[config.mk]
export PLATFORM = sky130hd
export DESIGN_NAME = i2cmb_wb_sequencer
export DESIGN_NICKNAME = d
export VERILOG_FILES = /design/src/rtl/i2cmb_wb_sequencer.sv
export SDC_FILE = /design/constraint.sdc
export NUM_CORES = 1
export LEC_CHECK = 0
export CORE_MARGIN = 5
export CORE_UTILIZATION = 30
export CTS_CLUSTER_DIAMETER = 150
export DETAILED_ROUTE_END_ITERATION = 10
export PLACE_DENSITY_LB_ADDON = 0.1
export SYNTH_ARGS = -nofsm -noshare
export SYNTH_HDL_FRONTEND = slang
export SYNTH_SLANG_ARGS = --single-unit
export TNS_END_PERCENT = 10
[constraint.sdc]
create_clock -name clk_i -period 3.68 [get_ports clk_i]
set_clock_uncertainty 0.1 [all_clocks]
set_input_delay 0.736 -clock clk_i [delete_from_list [all_inputs] [get_ports clk_i]]
set_output_delay 0.736 -clock clk_i [all_outputs]
set_load 0.1 [all_outputs]
[src/rtl/i2cmb_wb_sequencer.sv]
`default_nettype none
// +----------------------------------------------------------------------------+
// | i2cmb_wb_sequencer: turns I2C transaction requests into i2cmb CSR/DPR/CMDR  |
// | Wishbone accesses, paced by irq_i.            Revision: 1.0                 |
// +----------------------------------------------------------------------------+
module i2cmb_wb_sequencer #(
  parameter int WB_ADDR_WIDTH  = 2,
  parameter int WB_DATA_WIDTH  = 8,
  parameter int TIMEOUT_CYCLES = 1_000_000
) (
  input  logic                     clk_i,
  input  logic                     rst_i,
  input  logic                     req_valid,
  output logic                     req_ready,
  input  logic                     req_rw,
  input  logic [3:0]               req_bus,
  input  logic [6:0]               req_addr,
  input  logic [7:0]               req_len,
  input  logic                     wr_valid,
  output logic                     wr_ready,
  input  logic [7:0]               wr_data,
  output logic                     rd_valid,
  output logic [7:0]               rd_data,
  output logic                     done,
  output logic [2:0]               status,
  output logic                     cyc_o,
  output logic                     stb_o,
  output logic                     we_o,
  output logic [WB_ADDR_WIDTH-1:0] adr_o,
  output logic [WB_DATA_WIDTH-1:0] dat_o,
  input  logic [WB_DATA_WIDTH-1:0] dat_i,
  input  logic                     ack_i,
  input  logic                     irq_i
);
  localparam logic [7:0] CMD_WRITE  = 8'h01;
  localparam logic [7:0] CMD_RDACK  = 8'h02;
  localparam logic [7:0] CMD_RDNAK  = 8'h03;
  localparam logic [7:0] CMD_START  = 8'h04;
  localparam logic [7:0] CMD_STOP   = 8'h05;
  localparam logic [7:0] CMD_SETBUS = 8'h06;
  localparam logic [WB_ADDR_WIDTH-1:0] A_CSR  = WB_ADDR_WIDTH'(0);
  localparam logic [WB_ADDR_WIDTH-1:0] A_DPR  = WB_ADDR_WIDTH'(1);
  localparam logic [WB_ADDR_WIDTH-1:0] A_CMDR = WB_ADDR_WIDTH'(2);
  localparam logic [2:0] ST_OK = 3'd0, ST_ADDR_NAK = 3'd1, ST_DATA_NAK = 3'd2;
  localparam logic [2:0] ST_ARB_LOST = 3'd3, ST_ERR = 3'd4, ST_TIMEOUT = 3'd5;
  localparam logic [24:0] TMO_LAST = 25'(TIMEOUT_CYCLES - 1);

  typedef enum logic [3:0] {
    S_INIT, S_IDLE, S_BUSDPR, S_ADRDPR, S_WRWAIT, S_WRDPR,
    S_CMDW, S_IRQ, S_CMDR, S_EVAL, S_DPRR, S_DONE
  } state_e;

  state_e                   state_q, state_d;
  logic [7:0]               cmd_q, cmd_d, rem_q, rem_d, wdat_q, wdat_d, rd_data_q, rd_data_d;
  logic [3:0]               bus_q, bus_d;
  logic [6:0]               addr_q, addr_d;
  logic [2:0]               stat_q, stat_d;
  logic [24:0]              tmr_q, tmr_d;
  logic                     rw_q, rw_d, addr_ph_q, addr_ph_d, rd_valid_q, rd_valid_d;
  logic                     s_nak_q, s_nak_d, s_al_q, s_al_d, s_err_q, s_err_d;
  logic                     cyc_q, cyc_d, we_q, we_d;
  logic [WB_ADDR_WIDTH-1:0] adr_q, adr_d;
  logic [WB_DATA_WIDTH-1:0] dat_q, dat_d;
  logic                     x_req, x_we, w_ack, wr_ready_w;
  logic [WB_ADDR_WIDTH-1:0] x_adr;
  logic [7:0]               x_dat;

  assign w_ack = cyc_q & ack_i;

  always_comb begin
    state_d = state_q;   cmd_d = cmd_q;     rem_d = rem_q;     wdat_d = wdat_q;
    bus_d = bus_q;       addr_d = addr_q;   rw_d = rw_q;       stat_d = stat_q;
    tmr_d = tmr_q;       addr_ph_d = addr_ph_q;
    s_nak_d = s_nak_q;   s_al_d = s_al_q;   s_err_d = s_err_q;
    rd_valid_d = 1'b0;   rd_data_d = rd_data_q;
    x_req = 1'b0;        x_we = 1'b0;       x_adr = A_CSR;     x_dat = 8'h00;
    wr_ready_w = 1'b0;
    case (state_q)
      S_INIT: begin
        x_req = 1'b1; x_we = 1'b1; x_adr = A_CSR; x_dat = 8'hC0;
        if (w_ack) state_d = S_IDLE;
      end
      S_IDLE: if (req_valid) begin
        rw_d = req_rw; bus_d = req_bus; addr_d = req_addr; rem_d = req_len;
        stat_d = ST_OK; state_d = S_BUSDPR;
      end
      S_BUSDPR: begin
        x_req = 1'b1; x_we = 1'b1; x_adr = A_DPR; x_dat = {4'h0, bus_q};
        if (w_ack) begin cmd_d = CMD_SETBUS; state_d = S_CMDW; end
      end
      S_ADRDPR: begin
        x_req = 1'b1; x_we = 1'b1; x_adr = A_DPR; x_dat = {addr_q, rw_q};
        if (w_ack) begin cmd_d = CMD_WRITE; addr_ph_d = 1'b1; state_d = S_CMDW; end
      end
      S_WRWAIT: if (wr_valid) begin
        wr_ready_w = 1'b1; wdat_d = wr_data; state_d = S_WRDPR;
      end
      S_WRDPR: begin
        x_req = 1'b1; x_we = 1'b1; x_adr = A_DPR; x_dat = wdat_q;
        if (w_ack) begin cmd_d = CMD_WRITE; state_d = S_CMDW; end
      end
      S_CMDW: begin
        x_req = 1'b1; x_we = 1'b1; x_adr = A_CMDR; x_dat = cmd_q;
        if (w_ack) begin tmr_d = '0; state_d = S_IRQ; end
      end
      S_IRQ: begin
        if (irq_i) state_d = S_CMDR;
        else if (tmr_q == TMO_LAST) begin stat_d = ST_TIMEOUT; state_d = S_DONE; end
        else tmr_d = tmr_q + 25'd1;
      end
      S_CMDR: begin
        x_req = 1'b1; x_adr = A_CMDR;
        if (w_ack) begin
          s_nak_d = dat_i[6]; s_al_d = dat_i[5]; s_err_d = dat_i[4]; state_d = S_EVAL;
        end
      end
      S_EVAL: begin
        addr_ph_d = 1'b0;
        // Arbitration loss and bus error end the transaction without a Stop.
        if (s_al_q) begin stat_d = ST_ARB_LOST; state_d = S_DONE; end
        else if (s_err_q) begin stat_d = ST_ERR; state_d = S_DONE; end
        else begin
          case (cmd_q)
            CMD_SETBUS: begin cmd_d = CMD_START; state_d = S_CMDW; end
            CMD_START:  state_d = S_ADRDPR;
            CMD_WRITE: begin
              if (s_nak_q) begin
                stat_d = addr_ph_q ? ST_ADDR_NAK : ST_DATA_NAK;
                cmd_d = CMD_STOP; state_d = S_CMDW;
              end else if (addr_ph_q) begin
                if (rem_q == 8'd0) begin cmd_d = CMD_STOP; state_d = S_CMDW; end
                else if (rw_q) begin
                  cmd_d = (rem_q == 8'd1) ? CMD_RDNAK : CMD_RDACK; state_d = S_CMDW;
                end else state_d = S_WRWAIT;
              end else begin
                rem_d = rem_q - 8'd1;
                if (rem_q == 8'd1) begin cmd_d = CMD_STOP; state_d = S_CMDW; end
                else state_d = S_WRWAIT;
              end
            end
            CMD_RDACK, CMD_RDNAK: state_d = S_DPRR;
            default: state_d = S_DONE;
          endcase
        end
      end
      S_DPRR: begin
        x_req = 1'b1; x_adr = A_DPR;
        if (w_ack) begin
          rd_valid_d = 1'b1; rd_data_d = dat_i[7:0]; rem_d = rem_q - 8'd1;
          if (rem_q == 8'd1) cmd_d = CMD_STOP;
          else cmd_d = (rem_q == 8'd2) ? CMD_RDNAK : CMD_RDACK;
          state_d = S_CMDW;
        end
      end
      S_DONE: state_d = (stat_q == ST_TIMEOUT) ? S_INIT : S_IDLE;
      default: state_d = S_INIT;
    endcase

    // Single Wishbone transfer engine; the idle cycle after each ack gives the cyc gap.
    cyc_d = cyc_q; we_d = we_q; adr_d = adr_q; dat_d = dat_q;
    if (w_ack) cyc_d = 1'b0;
    else if (!cyc_q && x_req) begin
      cyc_d = 1'b1; we_d = x_we; adr_d = x_adr; dat_d = WB_DATA_WIDTH'(x_dat);
    end
  end

  always_ff @(posedge clk_i or posedge rst_i) begin
    if (rst_i) begin
      state_q <= S_INIT;  cmd_q <= '0;     rem_q <= '0;      wdat_q <= '0;
      bus_q <= '0;        addr_q <= '0;    rw_q <= 1'b0;     stat_q <= '0;
      tmr_q <= '0;        addr_ph_q <= 1'b0;
      s_nak_q <= 1'b0;    s_al_q <= 1'b0;  s_err_q <= 1'b0;
      rd_valid_q <= 1'b0; rd_data_q <= '0;
      cyc_q <= 1'b0;      we_q <= 1'b0;    adr_q <= '0;      dat_q <= '0;
    end else begin
      state_q <= state_d;    cmd_q <= cmd_d;     rem_q <= rem_d;     wdat_q <= wdat_d;
      bus_q <= bus_d;        addr_q <= addr_d;   rw_q <= rw_d;       stat_q <= stat_d;
      tmr_q <= tmr_d;        addr_ph_q <= addr_ph_d;
      s_nak_q <= s_nak_d;    s_al_q <= s_al_d;   s_err_q <= s_err_d;
      rd_valid_q <= rd_valid_d; rd_data_q <= rd_data_d;
      cyc_q <= cyc_d;        we_q <= we_d;       adr_q <= adr_d;     dat_q <= dat_d;
    end
  end

  assign req_ready = (state_q == S_IDLE);
  assign done      = (state_q == S_DONE);
  assign status    = done ? stat_q : 3'd0;
  assign wr_ready  = wr_ready_w;
  assign rd_valid  = rd_valid_q;
  assign rd_data   = rd_data_q;
  assign cyc_o     = cyc_q;
  assign stb_o     = cyc_q;
  assign we_o      = we_q;
  assign adr_o     = adr_q;
  assign dat_o     = dat_q;
endmodule
`default_nettype wire

Yosys cells after proc, flatten, opt, wreduce, memory -nomap -nowiden
Cells that the tools add are included.
- register bits: 93
- output and inout port bits: 28
- word-level logic and storage cells: 161
- add/subtract/negate cells: 2
- equal/unequal tests: 44
- muxes and demuxes: 67
- bitwise operators: 2
- reduce and logical (&&, ||, !) cells: 27
- operators with widths (cell ; count):
    8-bit two-way mux ; 17
    25-bit two-way mux ; 3
    25-bit one-hot mux with 2 select lines ; 1
    4-bit two-way mux ; 12
    8-bit one-hot mux with 5 select lines ; 1
    4-bit one-hot mux with 9 select lines ; 1
    2-bit inequality test (second input constant) ; 16
    8-bit one-hot mux with 4 select lines ; 1
    3-bit two-way mux ; 9
    25-bit by 1-bit adder with 25-bit output (second input constant) ; 1
    25-bit by 20-bit equality test with 1-bit output (second input constant) ; 1
    8-bit by 2-bit equality test with 1-bit output (second input constant) ; 3
    8-bit one-hot mux with 3 select lines ; 1
    4-bit by 3-bit equality test with 1-bit output (second input constant) ; 4
    4-bit equality test (second input constant) ; 4
    8-bit by 1-bit equality test with 1-bit output (second input constant) ; 2
    8-bit by 3-bit equality test with 1-bit output (second input constant) ; 2
    4-bit one-hot mux with 4 select lines ; 1
    8-bit one-hot mux with 2 select lines ; 1
    1-bit two-way mux ; 12
    2-bit AND reduction ; 6
    3-bit one-hot mux with 3 select lines ; 1
    9-bit AND reduction ; 1
    4-bit by 2-bit equality test with 1-bit output (second input constant) ; 2
    29 further kinds ; 39

Logic depth before layout (Yosys ltp)
Gate-level depths: netlist (run 1).
- depth after elaboration: 10
- depth in mapped cells: 8
- mapped depth without buffers: 8

Worst setup path before layout (run 1)
Ideal clock, no wire load.
- path kind: flip-flop to output port
- from: register state_q[2]
- to: output port status[0]
- arrival time: 2.982 ns
- data required time: 2.844 ns
- setup slack: -0.138 ns
- stages on the path, launching flop included: 6
- path buffers: 2
- cells stage by stage: dfrtp_1 -> buf_2 -> nand2b_1 -> buf_2 -> nor2_1 -> and2_1
- cells in the longest elaborated chain, start to end: 2
- RTL lines (item ; RTL line ; text):
    from (decl) ; 53 ; state_e state_q, state_d;
    from (signal assigned) ; 176 ; state_q <= state_d; cmd_q <= cmd_d; rem_q <= rem_d; wdat_q <= wdat_d;
    4-bit equality test ; 186 ; assign done = (state_q == S_DONE);
    named net done ; 24 ; output logic done,
    3-bit two-way mux ; 187 ; assign status = done ? stat_q : 3'd0;
    to (decl) ; 25 ; output logic [2:0] status,
The timed path passes the listed nets, and every way through them passes these cells.

Worst setup path in the final report (run 1)
- from: register state_q[2]
- to: output port status[0]
- cells in the longest elaborated chain, start to end: 2
- RTL lines (item ; RTL line):
    4-bit equality test ; 186
    3-bit two-way mux ; 187
Every way passes these cells.

==> run summary, run 1 <==
CTS tree = done
cell with the most instances after synthesis = dfrtp_1
H-tree levels = 3
worst-path fanout max = 16
register area share after synthesis = 0.4606
HP Class = register to register
# DRC = 0
Area contributors post-synth = dfrtp_1 46%, mux2_1 5.7%, nor2_1 3.7%, nand2_1 3.1%, a21oi_1 2.6%
min Tclk post-route = 2.883 ns
Worst EP required = 2.84 ns
Leakage = 2.535 nW
max-capacitance violation count = 0
commonest cells in the netlist = 88 x dfrtp_1, 47 x nor2_1, 40 x nand2_1, 25 x a21oi_1, 24 x mux2_1
Final Max Tran Viols = 0
Yosys reg bits = 88
final hold violation count = 0
Mapped Cells = 487
layout cell share with drive strength beyond 1 = 0.1091
initial antenna violation count = 0
Net Count, Synth = 534
worst-case vdd ir drop = 606.1 uV
Top-Level Pins = 70
wire length of the first global-routing pass = 20930 um
largest net degree at the start of global routing = 46
Die X-Extent = 136.2 um
ys flop type = dfrtp_1
Avg Cell Area, Syn = 9.817 sq um
asr flop ratio synth = 1.000
die height = 136.2 um
Post-CTS Hold Buffers = 0
starting density of the core = 0.3032
PwrDens = 833.4 mW/mm^2
Worst-path clk slew = 0.06 ns
slew of the pin with the lowest slew margin = 1.004 ns
Post-synth EDFFs = 0
Worst Setup End Kind = output port
gr usage total = 0.1443
outcome = completed
arrival time worst endpoint = 2.05 ns
Finish-stage setup viols = 0
R2R depth = 7
Pre-antenna DRT Iters = 4
ANT nets after route = 0
die area = 0.01856 sq mm
CTS root buf = clkbuf_16
unrepaired setup endpoints after global routing = false
via count = 3915
wire per inst = 16.28 um
Area growth syn-to-layout = 26.14%
Netlist cell types = 63
drt total wl = 12620 um
Row Count = 46
CTS buffer count = 9
vias in the first global route = 4046
DRT iter0 DRCs = 172
routability cong. = 0.8119
Final #Nets = 602
WS Path Type = register to output port
Startpoint Class = register
DP Wirelength = 9268 um
total number of yosys warnings = 0
max frequency = 0.3469 GHz
setup bufs post-CTS = 0
I/O Buffers = 69
hold path cells = 1
Clock Path Buffers = 2
mapped cell area = 0.004781 sq mm
Max-Slew Margin vs Limit = 0.3285
CTS sink count = 88
setup_tns = 0 ns
post-CTS sizing = 0
Core Region = 0.01577 sq mm
Via density = 5.052
Clock Latency Late Sink = 0.34 ns
fin crit share = 0.7833
Synth area leader = dfrtp_1
Hold WS = 0.3883 ns
post-synth top area share = 0.4606
Antenna diodes = 0
gr ovfl total = 0
registers in the layout, summed over array words and instances, names as in the netlist:
name and flops:
tmr_q 25, dat_o 8, rd_data 8, rem_q 8, wdat_q 8, addr_q 7, bus_q 4, state_q 4
cmd_q 3, stat_q 3, adr_o 2, addr_ph_q 1, cyc_o 1, rd_valid 1, rw_q 1, s_al_q 1
s_err_q 1, s_nak_q 1, we_o 1
layer usage:
layer,vias to the layer above,GRT usage,share of wire,routed length [um]
met2,96,0.2229,0.46,5744
met3,18,0.03849,0.059,741
met1,1909,0.1944,0.47,5906
met5,-,0,0,0
met4,0,0.05319,0.018,223
li1,1892,-,-,-
critical path, cell delays in order (launching register included):
cell and delay, ns:
dfrtp_1 0.58, nand2b_1 0.46, nor2_2 0.22, and2_1 0.15, buf_4 0.29
cell families after synthesis:
group / after synthesis / share of synthesized area
adders and majority gates: 5 / 0.01309
AOI/OAI and AO/OA: 106 / 0.1445
xor gates and xnor gates: 20 / 0.03664
and+or+nand+nor: 191 / 0.2172
DFF: 88 / 0.4606
muxes: 40 / 0.09474
buffers and inverters: 37 / 0.03323
worst paths after layout:
check / slack (ns) / from / end
min in group asynchronous: 0.73 / rst_i / rd_data[2]
worst max-delay path: 0.80 / state_q[2] / status[0]
worst min register to register: 0.39 / rd_data[6] / rd_data[6]
worst min-delay path: 0.39 / rd_data[6] / rd_data[6]
max in group asynchronous: 2.05 / rst_i / rem_q[3]
worst max register to register: 1.06 / state_q[0] / tmr_q[19]
through the flow:
stage               power, mW  instances  setup WS [ns]  area, sq um  utilization
detailed placement      4.095        760         0.7365         5728       0.3632
finish                  5.026        775         0.7975         6031       0.3824
CTS                     5.079        775         0.8042         6031       0.3824
floorplan               3.416        487        0.03155         4783            -
global route            5.339        775         0.6795         6031       0.3824
global placement        4.063        760         0.7852         5728       0.3632
report_power, final:
part	total, mW	internal (mW)	switching [mW]
Combinational	2.42	0.811	1.61
Sequential	1.64	1.29	0.353
Clock	0.961	0.589	0.372
final cells by class:
cell class,count,area [sq um]
Clock buffer,11,232.7
Clock inverter,4,70.07
Fill cell,1625,9739
Inverter,15,57.56
Multi-Input combinational cell,362,2427
Sequential cell,88,2202
Tap cell,216,270.3
Timing Repair Buffer,79,770.7
layout by cell type (no fill, tap or decap), types with 6 or more instances in the layout:
master           synthesis  routed
dfrtp_1                 88      88
clkdlybuf4s50_1          0      61
nor2_1                  47      46
nand2_1                 40      40
a21oi_1                 25      25
mux2_1                  24      24
nand3_1                 23      23
o21ai_0                 19      19
buf_4                    2      16
xor2_1                  14      14
inv_1                   14      13
o21ai_1                 12      12
nand2b_1                11      11
and3_1                  11      11
mux2_2                  10      10
a22o_1                  10      10
o22ai_1                  9       9
clkbuf_16                0       9
nand4_1                  7       7
nor3_1                   8       7
and2_1                   6       6
nor2b_1                  6       6
xnor2_1                  6       6
No activity file was read; power rests on OpenSTA's default activity.
==> run 2: changes to the inputs <==
==> constraint.sdc (replaced) <==
create_clock -name clk_i -period 2.7 [get_ports clk_i]
set_clock_uncertainty 0.1 [all_clocks]
set_input_delay 0.54 -clock clk_i [delete_from_list [all_inputs] [get_ports clk_i]]
set_output_delay 0.54 -clock clk_i [all_outputs]
set_load 0.1 [all_outputs]
==> run 2 against run 1 <==
Non-clock buffer count rose by 16; global-route usage rose by 0.34 points; routed wire length rose by 3.0%; utilization rose by 0.95 points; clock power rose by 25%; combinational power rose by 40%; setup slack got worse by 0.65 ns; first-iteration DRC count rose by 7.6%; count of clock-buffer cells in the layout fell by 1; total power rose by 36%; die area did not move; sequential share of layout area fell by 0.89 points; critical path type unchanged.
==> run summary, run 2 (same netlist as run 1, synthesis figures left out) <==
outcome = completed
Clock Latency Late Sink = 0.35 ns (about the same)
Area growth syn-to-layout = 29.29%
drt total wl = 12990 um (+3.0%)
worst-path fanout max = 16 (unchanged)
Top delay family on crit path = flip-flops
Final #Nets = 618 (+2.7%)
DP Area = 0.005899 sq mm (+3.0%)
die area = 0.01856 sq mm (unchanged)
Reg with most FFs = tmr_q
gr usage total = 0.1477 (+0.003401)
Row Count = 46 (unchanged)
ANT nets after route = 0 (unchanged)
Stages on worst setup path = 4 (unchanged)
Pre-antenna DRT Iters = 4 (unchanged)
HP Class = register to register
Top-Level Pins = 70 (unchanged)
worst-case vdd ir drop = 742.2 uV (+22%)
hold path cells = 2 (+1)
CTS root buf = clkbuf_16
DP Wirelength = 9624 um (+3.8%)
PwrDens = 1103 mW/mm^2 (+32%)
max frequency = 0.3922 GHz
FF+latch area = 0.002202 sq mm (unchanged)
Core Region = 0.01577 sq mm (unchanged)
Antenna diodes = 0 (unchanged)
unrepaired setup endpoints after global routing = false
CTS sink count = 88 (unchanged)
setup_tns = 0 ns (unchanged)
routability cong. = 0.8056 (-0.78%)
H-tree levels = 3 (unchanged)
slew of the pin with the lowest slew margin = 0.7279 ns (-0.2763 ns)
largest stage delay on the critical path = 0.70 ns (+0.12 ns)
initial antenna violation count = 0 (unchanged)
gr ovfl total = 0 (unchanged)
FILL cells = 1643 (+1.1%)
Worst Path Buf+Inv = 1 (unchanged)
Post-CTS Hold Buffers = 0 (unchanged)
Leakage = 2.654 nW (+4.7%)
CP cell instances = nand2_1 -> nor2_4 -> and2_1 -> buf_12
die height = 136.2 um (unchanged)
final hold violation count = 0 (unchanged)
min Tclk post-route = 2.550 ns
via count = 3964 (+1.3%)
Via density = 5.005 (-0.92%)
Worst Setup End Kind = output port
Final Max Tran Viols = 0 (unchanged)
CTS tree = done
met2 usage = 0.2210 (-0.001926)
I/O Buffers = 69 (unchanged)
Worst-path clk slew = 0.07 ns (about the same)
Post-Place Cells = 776 (+2.1%)
Die X-Extent = 136.2 um (unchanged)
DRT iter0 DRCs = 185 (+7.6%)
fin crit share = 0.9444
R2R depth = 6 (-1)
GR Layer Usage met1 = 0.2079 (+0.01351)
most common cell after layout, fill and taps aside = dfrtp_1
max FFs per register = 25 (unchanged)
max-capacitance violation count = 0 (unchanged)
most frequent cells in the layout = 88 x dfrtp_1, 45 x nor2_1, 45 x buf_4
vias in the first global route = 4105 (+1.5%)
Max-Slew Margin vs Limit = 0.5138 (+0.1853)
layout cell share with drive strength beyond 1 = 0.1788 (+0.06970)
starting density of the core = 0.3032 (unchanged)
non-filler instance count after layout = 792 (+2.2%)
CTS buffer count = 9 (unchanged)
WS Path Type = register to output port
wire length of the first global-routing pass = 21570 um (+3.0%)
largest net degree at the start of global routing = 35 (-24%)
Multi-input gate area = 0.002441 sq mm (+0.57%)
crit path max-delay cell type = dfrtp_1
setup bufs post-CTS = 0 (unchanged)
final instance area = 0.006181 sq mm (+2.5%)
Finish-stage setup viols = 0 (unchanged)
Startpoint Class = register
post-CTS sizing = 0 (unchanged)
# DRC = 0 (unchanged)
Clock Path Buffers = 2 (unchanged)
Worst EP required = 2.06 ns (-0.78 ns)
met3 usage = 0.03146 (-0.007032)
arrival time worst endpoint = 1.91 ns (-0.14 ns)
GR peak layer = met2
wire per inst = 16.41 um (+0.79%)
==> run 2: cell types whose count changed in the layout (fill, tap and decap cells not counted), sizes merged <==
cell           before  now
inv                13   14
bufinv              2    0
buf                18   54
clkinv              4    5
clkbuf             11   10
clkinvlp            0    2
clkdlybuf4s50      61   41
==> run 2: cell type report <==
| type | count | area share |
|---|---|---|
| Multi-Input combinational cell | 362 | 0.3949 |
| Sequential cell | 88 | 0.3563 |
| Timing Repair Buffer | 95 | 0.1502 |
| Tap cell | 216 | 0.04372 |
| Clock buffer | 10 | 0.03866 |
| Inverter | 15 | 0.009312 |
| Clock inverter | 6 | 0.006883 |
==> run 2: path summary, 6_finish.rpt <==
kind | start | to | slack (ns)
max | state_q[3] | status[0] | 0.15
min | dat_o[5] | dat_o[5] | 0.39
max reg2reg | tmr_q[20] | stat_q[0] | 0.39
min reg2reg | dat_o[5] | dat_o[5] | 0.39
max in group asynchronous | rst_i | bus_q[0] | 1.53
min in group asynchronous | rst_i | tmr_q[4] | 0.43
==> run 2: per-stage QoR <==
step | power, mW | util | worst slack, ns | hold slack, ns
6_report | 6.816 | 0.3919 | 0.1502 | 0.3910
4_1_cts | 6.914 | 0.3919 | 0.1053 | 0.3939
3_3_place_gp | 5.632 | 0.3741 | 0.3292 | 0.3710
3_5_place_dp | 5.672 | 0.3741 | 0.3312 | 0.3778
2_1_floorplan | 4.666 | - | -0.2186 | 0.3635
5_1_grt | 7.254 | 0.3919 | 0.03753 | 0.4188
==> run 2: power by group <==
| part | switching, mW | internal (mW) |
|---|---|---|
| sequential | 0.479 | 1.76 |
| clock | 0.548 | 0.651 |
| combinational | 2.21 | 1.17 |
| total | 3.24 | 3.58 |
==> run 2: worst reg2reg max path, cell delays in order (launching register included) <==
cell	delay, ns
dfrtp_1	0.43
or4_1	0.54
nor3_2	0.22
and4_1	0.32
nor2_1	0.06
nand4b_4	0.20
mux2_1	0.33
==> run 2: layer usage <==
layer | vias to the layer above | share of wire | wire length [um]
met4 | 0 | 0.017 | 222
li1 | 1928 | - | -
met5 | - | 0 | 0
met3 | 13 | 0.048 | 626
met2 | 81 | 0.45 | 5816
met1 | 1942 | 0.49 | 6328
==> run 3: changes to the inputs <==
--- a/config.mk
+++ b/config.mk
@@ -5,6 +5,7 @@
 export SDC_FILE = /design/constraint.sdc
 export NUM_CORES = 1
 export LEC_CHECK = 0
+export CAP_MARGIN = 20
 export CORE_MARGIN = 5
 export CORE_UTILIZATION = 30
 export CTS_CLUSTER_DIAMETER = 150
==> results of run 3 <==
No change in the layout: final DEF, timing and power equal those of run 2.
